**config.mk**
```make
export PLATFORM = sky130hd
export DESIGN_NAME = key_enc164_flat
export DESIGN_NICKNAME = d
export VERILOG_FILES = /design/src/rtl/key_enc164_if.sv /design/src/rtl/key_enc164.sv /design/src/flat_wrapper.sv
export SDC_FILE = /design/constraint.sdc
export NUM_CORES = 1
export LEC_CHECK = 0
export CELL_PAD_IN_SITES_DETAIL_PLACEMENT = 0
export CELL_PAD_IN_SITES_GLOBAL_PLACEMENT = 1
export CORE_MARGIN = 2
export CORE_UTILIZATION = 25
export CTS_CLUSTER_SIZE = 14
export DETAILED_ROUTE_END_ITERATION = 10
export HOLD_SLACK_MARGIN = 0.12
export PLACE_DENSITY = 0.6
export SYNTH_ARGS = -nofsm -noshare
export SYNTH_HDL_FRONTEND = slang
export SYNTH_SLANG_ARGS = --single-unit
export TNS_END_PERCENT = 30
```
**constraint.sdc**
```tcl
create_clock -name clk -period 2 [get_ports clk]
set_input_delay 0.2 -clock clk [delete_from_list [all_inputs] [get_ports clk]]
set_output_delay 0.2 -clock clk [all_outputs]
set_load 0.02 [all_outputs]
```
**src/rtl/key_enc164_if.sv**
```systemverilog
// Report handshake between the keypad encoder and its consumer (7-seg driver or control FSM).
// The encoder drives the master side; the consumer drives the acknowledge on the slave side.
interface key_enc164_if;
    logic [3:0] code;
    logic       codeValid;
    logic       codeAck;

    modport master (
        output code,
        output codeValid,
        input  codeAck
    );

    modport slave (
        input  code,
        input  codeValid,
        output codeAck
    );
endinterface

```
**src/rtl/key_enc164.sv**
```systemverilog
// Sequential 16:4 priority encoder: synchronizes, debounces and reports one keypad code per press.
// Optional auto-repeat while the key stays held is compiled in with `define KEY_ENC_REPEAT_EN.
module key_enc164 #(
    parameter int DB_CYCLES     = 16,
    parameter int REPEAT_CYCLES = 256
) (
    input  logic          clk,
    input  logic          resetL,
    input  logic [15:0]   keys,
    input  logic          enable,
    output logic          anyKey,
    key_enc164_if.master  rep
);

    localparam int CW = $clog2(DB_CYCLES + 1);
    localparam logic [CW-1:0] DB_LAST = CW'(DB_CYCLES - 1);

    // Out-of-range parameters would silently break the counter compare.
    generate
        if (DB_CYCLES < 2 || DB_CYCLES > 65535) begin : g_badDbCycles
            $error("key_enc164: DB_CYCLES must be in 2..65535");
        end
        if (REPEAT_CYCLES < 2) begin : g_badRepeatCycles
            $error("key_enc164: REPEAT_CYCLES must be at least 2");
        end
    endgenerate

    typedef enum logic [1:0] {
        IDLE         = 2'd0,
        DEBOUNCE     = 2'd1,
        REPORT       = 2'd2,
        WAIT_RELEASE = 2'd3
    } state_t;

    state_t          r_state;
    state_t          w_stateNext;
    logic [15:0]     r_sync1;
    logic [15:0]     r_sync2;
    logic            r_anyKey;
    logic [CW-1:0]   r_cnt;
    logic [CW-1:0]   w_cntNext;
    logic [3:0]      r_cand;
    logic [3:0]      w_candNext;
    logic [3:0]      r_code;
    logic [3:0]      w_codeNext;
    logic            w_sAny;
    logic [3:0]      w_pe;

`ifdef KEY_ENC_REPEAT_EN
    localparam int RW = $clog2(REPEAT_CYCLES + 1);
    localparam logic [RW-1:0] REP_LAST = RW'(REPEAT_CYCLES - 1);

    logic [RW-1:0]   r_rep;
    logic [RW-1:0]   w_repNext;
`endif

    function automatic logic [3:0] prioEnc(input logic [15:0] v);
        logic [3:0] idx;
        idx = 4'h0;
        for (int i = 0; i < 16; i++) begin
            if (v[i]) begin
                idx = 4'(i);
            end
        end
        return idx;
    endfunction

    always_ff @(posedge clk or negedge resetL) begin
        if (!resetL) begin
            r_sync1  <= '0;
            r_sync2  <= '0;
            r_anyKey <= 1'b0;
        end else begin
            r_sync1  <= keys;
            r_sync2  <= r_sync1;
            r_anyKey <= |r_sync2;
        end
    end

    assign w_sAny = |r_sync2;
    assign w_pe   = prioEnc(r_sync2);
    assign anyKey = r_anyKey;

    always_ff @(posedge clk or negedge resetL) begin
        if (!resetL) begin
            r_state <= IDLE;
            r_cnt   <= '0;
            r_cand  <= 4'h0;
            r_code  <= 4'h0;
`ifdef KEY_ENC_REPEAT_EN
            r_rep   <= '0;
`endif
        end else begin
            r_state <= w_stateNext;
            r_cnt   <= w_cntNext;
            r_cand  <= w_candNext;
            r_code  <= w_codeNext;
`ifdef KEY_ENC_REPEAT_EN
            r_rep   <= w_repNext;
`endif
        end
    end

    // r_cnt is the press debounce count in DEBOUNCE and the release count in WAIT_RELEASE.
    always_comb begin
        w_stateNext = r_state;
        w_cntNext   = r_cnt;
        w_candNext  = r_cand;
        w_codeNext  = r_code;
`ifdef KEY_ENC_REPEAT_EN
        w_repNext   = '0;
`endif
        case (r_state)
            IDLE: begin
                w_cntNext = '0;
                if (enable && w_sAny) begin
                    w_candNext  = w_pe;
                    w_stateNext = DEBOUNCE;
                end
            end
            DEBOUNCE: begin
                if (!enable || !w_sAny || (w_pe != r_cand)) begin
                    w_stateNext = IDLE;
                    w_cntNext   = '0;
                end else if (r_cnt == DB_LAST) begin
                    w_codeNext  = r_cand;
                    w_stateNext = REPORT;
                end else begin
                    w_cntNext = r_cnt + 1'b1;
                end
            end
            REPORT: begin
                if (rep.codeAck) begin
                    w_stateNext = WAIT_RELEASE;
                    w_cntNext   = '0;
                end
            end
            WAIT_RELEASE: begin
`ifdef KEY_ENC_REPEAT_EN
                if (w_sAny && (w_pe == r_code)) begin
                    if (r_rep == REP_LAST) begin
                        w_repNext   = '0;
                        w_stateNext = REPORT;
                    end else begin
                        w_repNext = r_rep + 1'b1;
                    end
                end
`endif
                if (w_sAny) begin
                    w_cntNext = '0;
                end else if (r_cnt == DB_LAST) begin
                    w_stateNext = IDLE;
                end else begin
                    w_cntNext = r_cnt + 1'b1;
                end
            end
            default: begin
                w_stateNext = IDLE;
                w_cntNext   = '0;
            end
        endcase
    end

    // A report is pending exactly while the FSM sits in REPORT.
    always_comb begin
        rep.codeValid = (r_state == REPORT);
        rep.code      = r_code;
    end

endmodule

```
**src/flat_wrapper.sv**
```systemverilog
// flat-port wrapper written by rule: the top's interface ports become plain ports
module key_enc164_flat 
#(
    parameter int DB_CYCLES     = 16,
    parameter int REPEAT_CYCLES = 256
)
  (clk, resetL, keys, enable, anyKey, rep_code, rep_codeValid, rep_codeAck);
  key_enc164_if rep_i ();
  input  logic clk;
  input  logic resetL;
  input  logic [15:0] keys;
  input  logic enable;
  output logic anyKey;
  output wire logic [$bits(rep_i.code)-1:0] rep_code;
  output wire logic [$bits(rep_i.codeValid)-1:0] rep_codeValid;
  input wire logic [$bits(rep_i.codeAck)-1:0] rep_codeAck;
  assign rep_code = rep_i.code;
  assign rep_codeValid = rep_i.codeValid;
  assign rep_i.codeAck = rep_codeAck;
  key_enc164 #(.DB_CYCLES(DB_CYCLES), .REPEAT_CYCLES(REPEAT_CYCLES)) u_core (.clk(clk), .resetL(resetL), .keys(keys), .enable(enable), .anyKey(anyKey), .rep(rep_i));
endmodule
```
* Yosys cells after proc, flatten, opt, wreduce, memory -nomap -nowiden *
Index checks and enable logic that the tools add are counted.

word-level totals
  flip-flop bits (word level) = 48
  latch bits = 0
  RAM bits = 0
  ROM bits = 0
  logic and storage cells = 56
  memories = 0

cells by class
  $add $sub $neg = 1
  $mul = 0
  divide/modulo/power cells = 0
  order comparisons = 0
  eq/ne operators = 10
  shift operators = 0
  muxes and demuxes = 27
  bitwise operators = 1
  reductions and logical operators = 10

operators by type and width
  operator                                                                  count
  4-bit two-way mux                                                         8
  5-bit two-way mux                                                         4
  5-bit one-hot mux with 4 select lines                                     1
  2-bit two-way mux                                                         8
  16-bit OR reduction                                                       1
  3-bit two-way mux                                                         4
  2-bit one-hot mux with 4 select lines                                     1
  2-bit by 1-bit inequality test with 1-bit output (second input constant)  3
  5-bit by 1-bit adder with 5-bit output (second input constant)            1
  5-bit by 4-bit equality test with 1-bit output (second input constant)    1
  5-bit AND reduction                                                       1
  2-bit equality test (second input constant)                               2
  4-bit inequality test                                                     1
  3-bit by 1-bit inequality test with 1-bit output (second input constant)  1
  3-bit AND reduction                                                       1
  2-bit by 1-bit equality test with 1-bit output (second input constant)    1
  1-bit logical NOT                                                         2
  2-bit logical NOT                                                         1
  1-bit logical OR                                                          2
  2-bit inequality test (second input constant)                             1
  2-bit AND reduction                                                       1
  1-bit logical AND                                                         1
  1-bit two-way mux                                                         1
  1-bit inverter                                                            1

* Depth between registers and ports, before layout *
  depth after elaboration = 19
  gate-level depth with buffers = 7
  depth with buffers taken out = 7

* Worst setup path before layout *
Ideal clock, no wire load.

  path type = reg-to-reg
  from = register u_core.r_sync2[8]
  to = register u_core.r_code[0], in the netlist u_core.rep.code[0]
  setup time = 0.125 ns
  arrival = 2.001 ns
  required time = 1.875 ns
  setup slack = -0.126 ns
  stages on the path, launching flop included = 7
  cell sequence = dfrtp_1 > or4_4 > o21ai_2 > o21ai_1 > a21o_1 > nor4_4 > mux2_2

on the way
  word-level cells in the longest chain between the ends = 12
  elaborated cells on any way between the ends = 15
  classes of those cells = eq/ne (1); mux (8); bitwise (1); reduce/logical (5)

ends and longest elaborated chain
  element                            RTL line           RTL
  start, declared                    key_enc164.sv:38   logic [15:0] r_sync2;
  start signal, assigned             key_enc164.sv:75   r_sync2 <= r_sync1;
  4-bit two-way mux (8 in series)    key_enc164.sv:61   if (v[i]) begin
  4-bit inequality test              key_enc164.sv:122  if (!enable || !w_sAny || (w_pe != r_cand)) begin
  1-bit logical OR (*)               key_enc164.sv:122
  1-bit inverter (no line) (*)       --
  3-bit AND reduction (no line) (*)  --
  end signal, assigned               key_enc164.sv:97   r_code <= w_codeNext;
  end, declared                      key_enc164.sv:44   logic [3:0] r_code;

Mark *: on every way between the ends. The rest lies on a longest branch, timed or not.
A chain may end at the register's enable or synchronous reset.

* Worst setup path in the final report *
  from = register u_core.r_sync2[9]
  to = register u_core.r_state[0]

on the way
  word-level cells in the longest chain between the ends = 11
  elaborated cells on any way between the ends = 19
  classes of those cells = eq/ne (4); mux (9); reduce/logical (6)

ends and longest elaborated chain
  element                                                                                                 RTL line           RTL
  4-bit two-way mux (7 in series)                                                                         key_enc164.sv:61
  4-bit inequality test                                                                                   key_enc164.sv:122
  1-bit logical OR                                                                                        key_enc164.sv:122
  3-bit by 1-bit inequality test with 1-bit output (no line) / 2-bit two-way mux (equally long branches)  --
  5-bit AND reduction (no line) / 2-bit one-hot mux with 4 select lines (equally long branches)           --
  end signal, assigned                                                                                    key_enc164.sv:94   r_state <= w_stateNext;
  end, declared                                                                                           key_enc164.sv:35   state_t r_state;

Parallel ways exist; a longest one is shown, timed or not.

==> metrics.md <==
| Metric | Value |
|---|---|
| Outcome | `finished with violations` |
| Failing checks | `negative setup slack` |
| Placed cell area | `2460 µm²` |
| Number of library cell types mapped by synthesis | `40` |
| Antenna cells | `0` |
| Ordered cell list for the critical path | `or4_4 > o21ai_2 > o21ai_1 > a21o_1 > or2_4 > or3_1 > a31oi_1` |
| Nature of the critical path startpoint | `flip-flop` |
| Commonest non-fill, non-tap cell in the layout | `dfrtp_1` |
| CTS Root Buffer Type | `clkbuf_8` |
| FP Rows | `31` |
| Initial antenna violation count | `0` |
| Top cell family by delay on the critical path | `simple AND/OR/NAND/NOR gates` |
| Vias in the first global route | `1,315` |
| Cell area after layout | `2610 µm²` |
| Leak | `1.10 nW` |
| CP arrival | `2420 ps` |
| Setup WS post-layout | `-203 ps` |
| Post-synthesis instance total | `153` |
| Vias per cell | `approximately 4.3` |
| Register area share after synthesis | `a little under two thirds` |
| Core ar. | `between 7000 and 8000 µm²` |
| Synth async-reset ratio | `100%` |
| Mapped cell area | `1890 µm²` |
| Req. time, crit path | `2220 ps` |
| Peak VDD IR | `0.342 mV` |
| CTS tree | `built` |
| Die Width | `about 90 µm` |
| Tightest Pin Transition | `slightly below 800 ps` |
| Placed Instances | `301` |
| #FFs+latches synth | `48` |
| Fmax achieved | `454 MHz` |
| CTS sink cnt | `48` |
| Period utilisation layout | `110%` |
| DR iter-0 viols | `39` |
| Max_slew headroom | `48.4%` |
| Slowest stage delay, CP | `roughly 550 ps` |
| Final WL | `3580 µm` |
| Largest fanout on the critical path | `5` |
| H-tree depth | `2` |
| DP HPWL | `between 2000 and 3000 µm` |
| Dominant synthesized flop cell | `dfrtp_1` |
| Synth warn | `0` |
| DR pass1 iterations | `4` |
| Fin nets | `232` |
| Max-cap violations | `0` |
| Vias | `approximately 1,300` |
| Syn_nets | `approximately 170` |
| Slowest CP cell | `or4_4` |
| Pre-CTS WS | `-213 ps` |
| Clk buf depth | `2` |
| Layout Area Growth over Synthesis | `38.4%` |
| Final-layout fill cell count | `746` |
| Routed length per placed instance | `11.5 µm` |
| Max Slew Vio Count | `0` |
| RSZ-0062 raised after global routing | `true` |
| CP Class | `reg2reg` |
| Routability cong. | `0.823` |
| Clk Latency, worst-skew pair | `300 ps` |
| Endpoints failing hold | `0` |
| Initial Util | `25.9%` |
| Total CTS buffers | `5` |
| Die area | `8260 µm²` |
| DRC viols | `0` |
| Commonest non-fill, non-tap cells in the layout | `dfrtp_1 (45), buf_4 (27), clkdlybuf4s50_1 (24)` |
| Clock Skew | `7.19 ps` |
| Crit path buffers/inverters | `0` |
| PwrDens | `653 nW/µm²` |
| Final setup violation count | `10` |
| Nature of the critical path endpoint | `flip-flop` |
| Largest net degree at the start of global routing | `37` |
| Grt ovf | `0` |
| Final std cells w/o fill | `311` |
| # IOs | `26` |
| Mapped Avg Cell Area | `12.3 µm²` |
| Hold Crit Class | `in2reg` |
| Total track usage | `9.66%` |
| First-pass GRT wire length | `6300 µm` |
| Final setup TNS | `-1530 ps` |
| DIE HEIGHT | `90.9 µm` |
| Tot Pwr | `between 1.5 and 2 mW` |
| Port buffer count | `25` |
| Share of post-route cells with drive strength above 1 | `28.3%` |
| Detail Route Antenna Nets | `0` |
| Reg clk slew, reported paths | `90 ps` |
| Post-synth EDFFs | `0` |
| Tmin final | `between 2000 and 2500 ps` |
## routing by layer
layer	global-route usage, %	share of wire, %	vias up	wire [µm]
li1	-	-	671	-
met1	11.7	44	625	1560
met2	15.9	50	27	1800
met3	3.42	5.2	2	185
met4	3.41	0.89	0	32
met5	0	0	-	0
## worst reg2reg max path: stages, from the launching register on
cell	delay, ps
dfrtp_1	450
or4_4	550
o21ai_2	170
o21ai_1	70
a21o_1	190
or2_4	250
or3_1	320
a31oi_1	140
## power breakdown
| part | total [mW] | internal, mW | switching [mW] | leakage, nW |
|---|---|---|---|---|
| combinational | 0.119 | 0.0687 | 0.0502 | 0.475 |
| sequential | 1.02 | 1.00 | 0.0219 | 0.579 |
| clock | 0.564 | 0.245 | 0.319 | 0.0412 |
| total | 1.71 | 1.32 | 0.391 | 1.10 |
## logic make-up after synthesis
group	after synthesis	synth area share (%)
simple gates	50	16.4
flops	48	63.6
compound gates	39	13.7
buf+inv	8	1.59
mux	6	3.58
xor+xnor	1	0.464
fa+ha+maj	1	0.663
## per-stage QoR
step           hold slack, ps  utilization (%)
2_1_floorplan           -95.6                -
3_3_place_gp              334             33.8
3_5_place_dp              331             33.8
4_1_cts                   320             35.5
5_1_grt                   308             35.8
6_report                  328             35.8
## worst paths after layout
kind	start	endpoint	slack, ps	cells after the start
max	u_core.r_sync2[9]	u_core.r_state[0]	-200	7
min	keys[11]	u_core.r_sync1[11]	330	1
max reg2reg	u_core.r_sync2[9]	u_core.r_state[0]	-200	7
min reg2reg	u_core.r_sync1[10]	u_core.r_sync2[10]	340	0
max in group asynchronous	resetL	u_core.r_sync1[7]	870	3
min in group asynchronous	resetL	u_core.r_cnt[4]	500	2
## area by class of cell
cell class                      count  area [µm²]  area share (%)
Clock buffer                        6        72.6            2.78
Clock inverter                      2        12.5           0.479
Inverter                            5        18.8           0.718
Multi-Input combinational cell     97         711            27.2
Sequential cell                    48        1200            46.1
Tap cell                           99         124            4.74
Timing Repair Buffer               54         469            18.0
## repair_timing
item                                   in CTS  in global routing
hold buffers                                1                  0
buffers inserted                            0                  1
cloned                                      0                  0
pin swaps                                   7                  1
setup endpoints to repair                  10                 14
endpoints found under the hold margin      34                  0
gates resized for setup                     7                  5
## synth_stat cells (2+ instances only)
master | number | area share [%]
dfrtp_1 | 48 | 64
nand2_1 | 8 | 1.6
o21ai_0 | 12 | 3.2
nand2b_1 | 3 | 0.99
o31ai_1 | 2 | 0.79
nor4_1 | 3 | 0.99
o22ai_1 | 4 | 1.3
nor3_1 | 3 | 0.79
or2_2 | 2 | 0.66
or3_1 | 4 | 1.3
inv_1 | 5 | 0.99
mux2_2 | 6 | 3.6
a21oi_1 | 5 | 1.3
nand3_1 | 8 | 2.1
nor2b_1 | 3 | 0.99
nor4_4 | 2 | 2.3
o21ai_1 | 4 | 1.1
clkbuf_1 | 3 | 0.60
nor2_1 | 7 | 1.4
## state kept, by name, summed over array words and instances (netlist names), named ones only
name and cells:
u_core.r_cand 4, u_core.r_cnt 5, u_core.rep.code 4, u_core.r_sync1 16, u_core.r_state 1, u_core.anyKey 1, u_core.r_sync2 16
No activity file was read; power rests on OpenSTA's default activity.
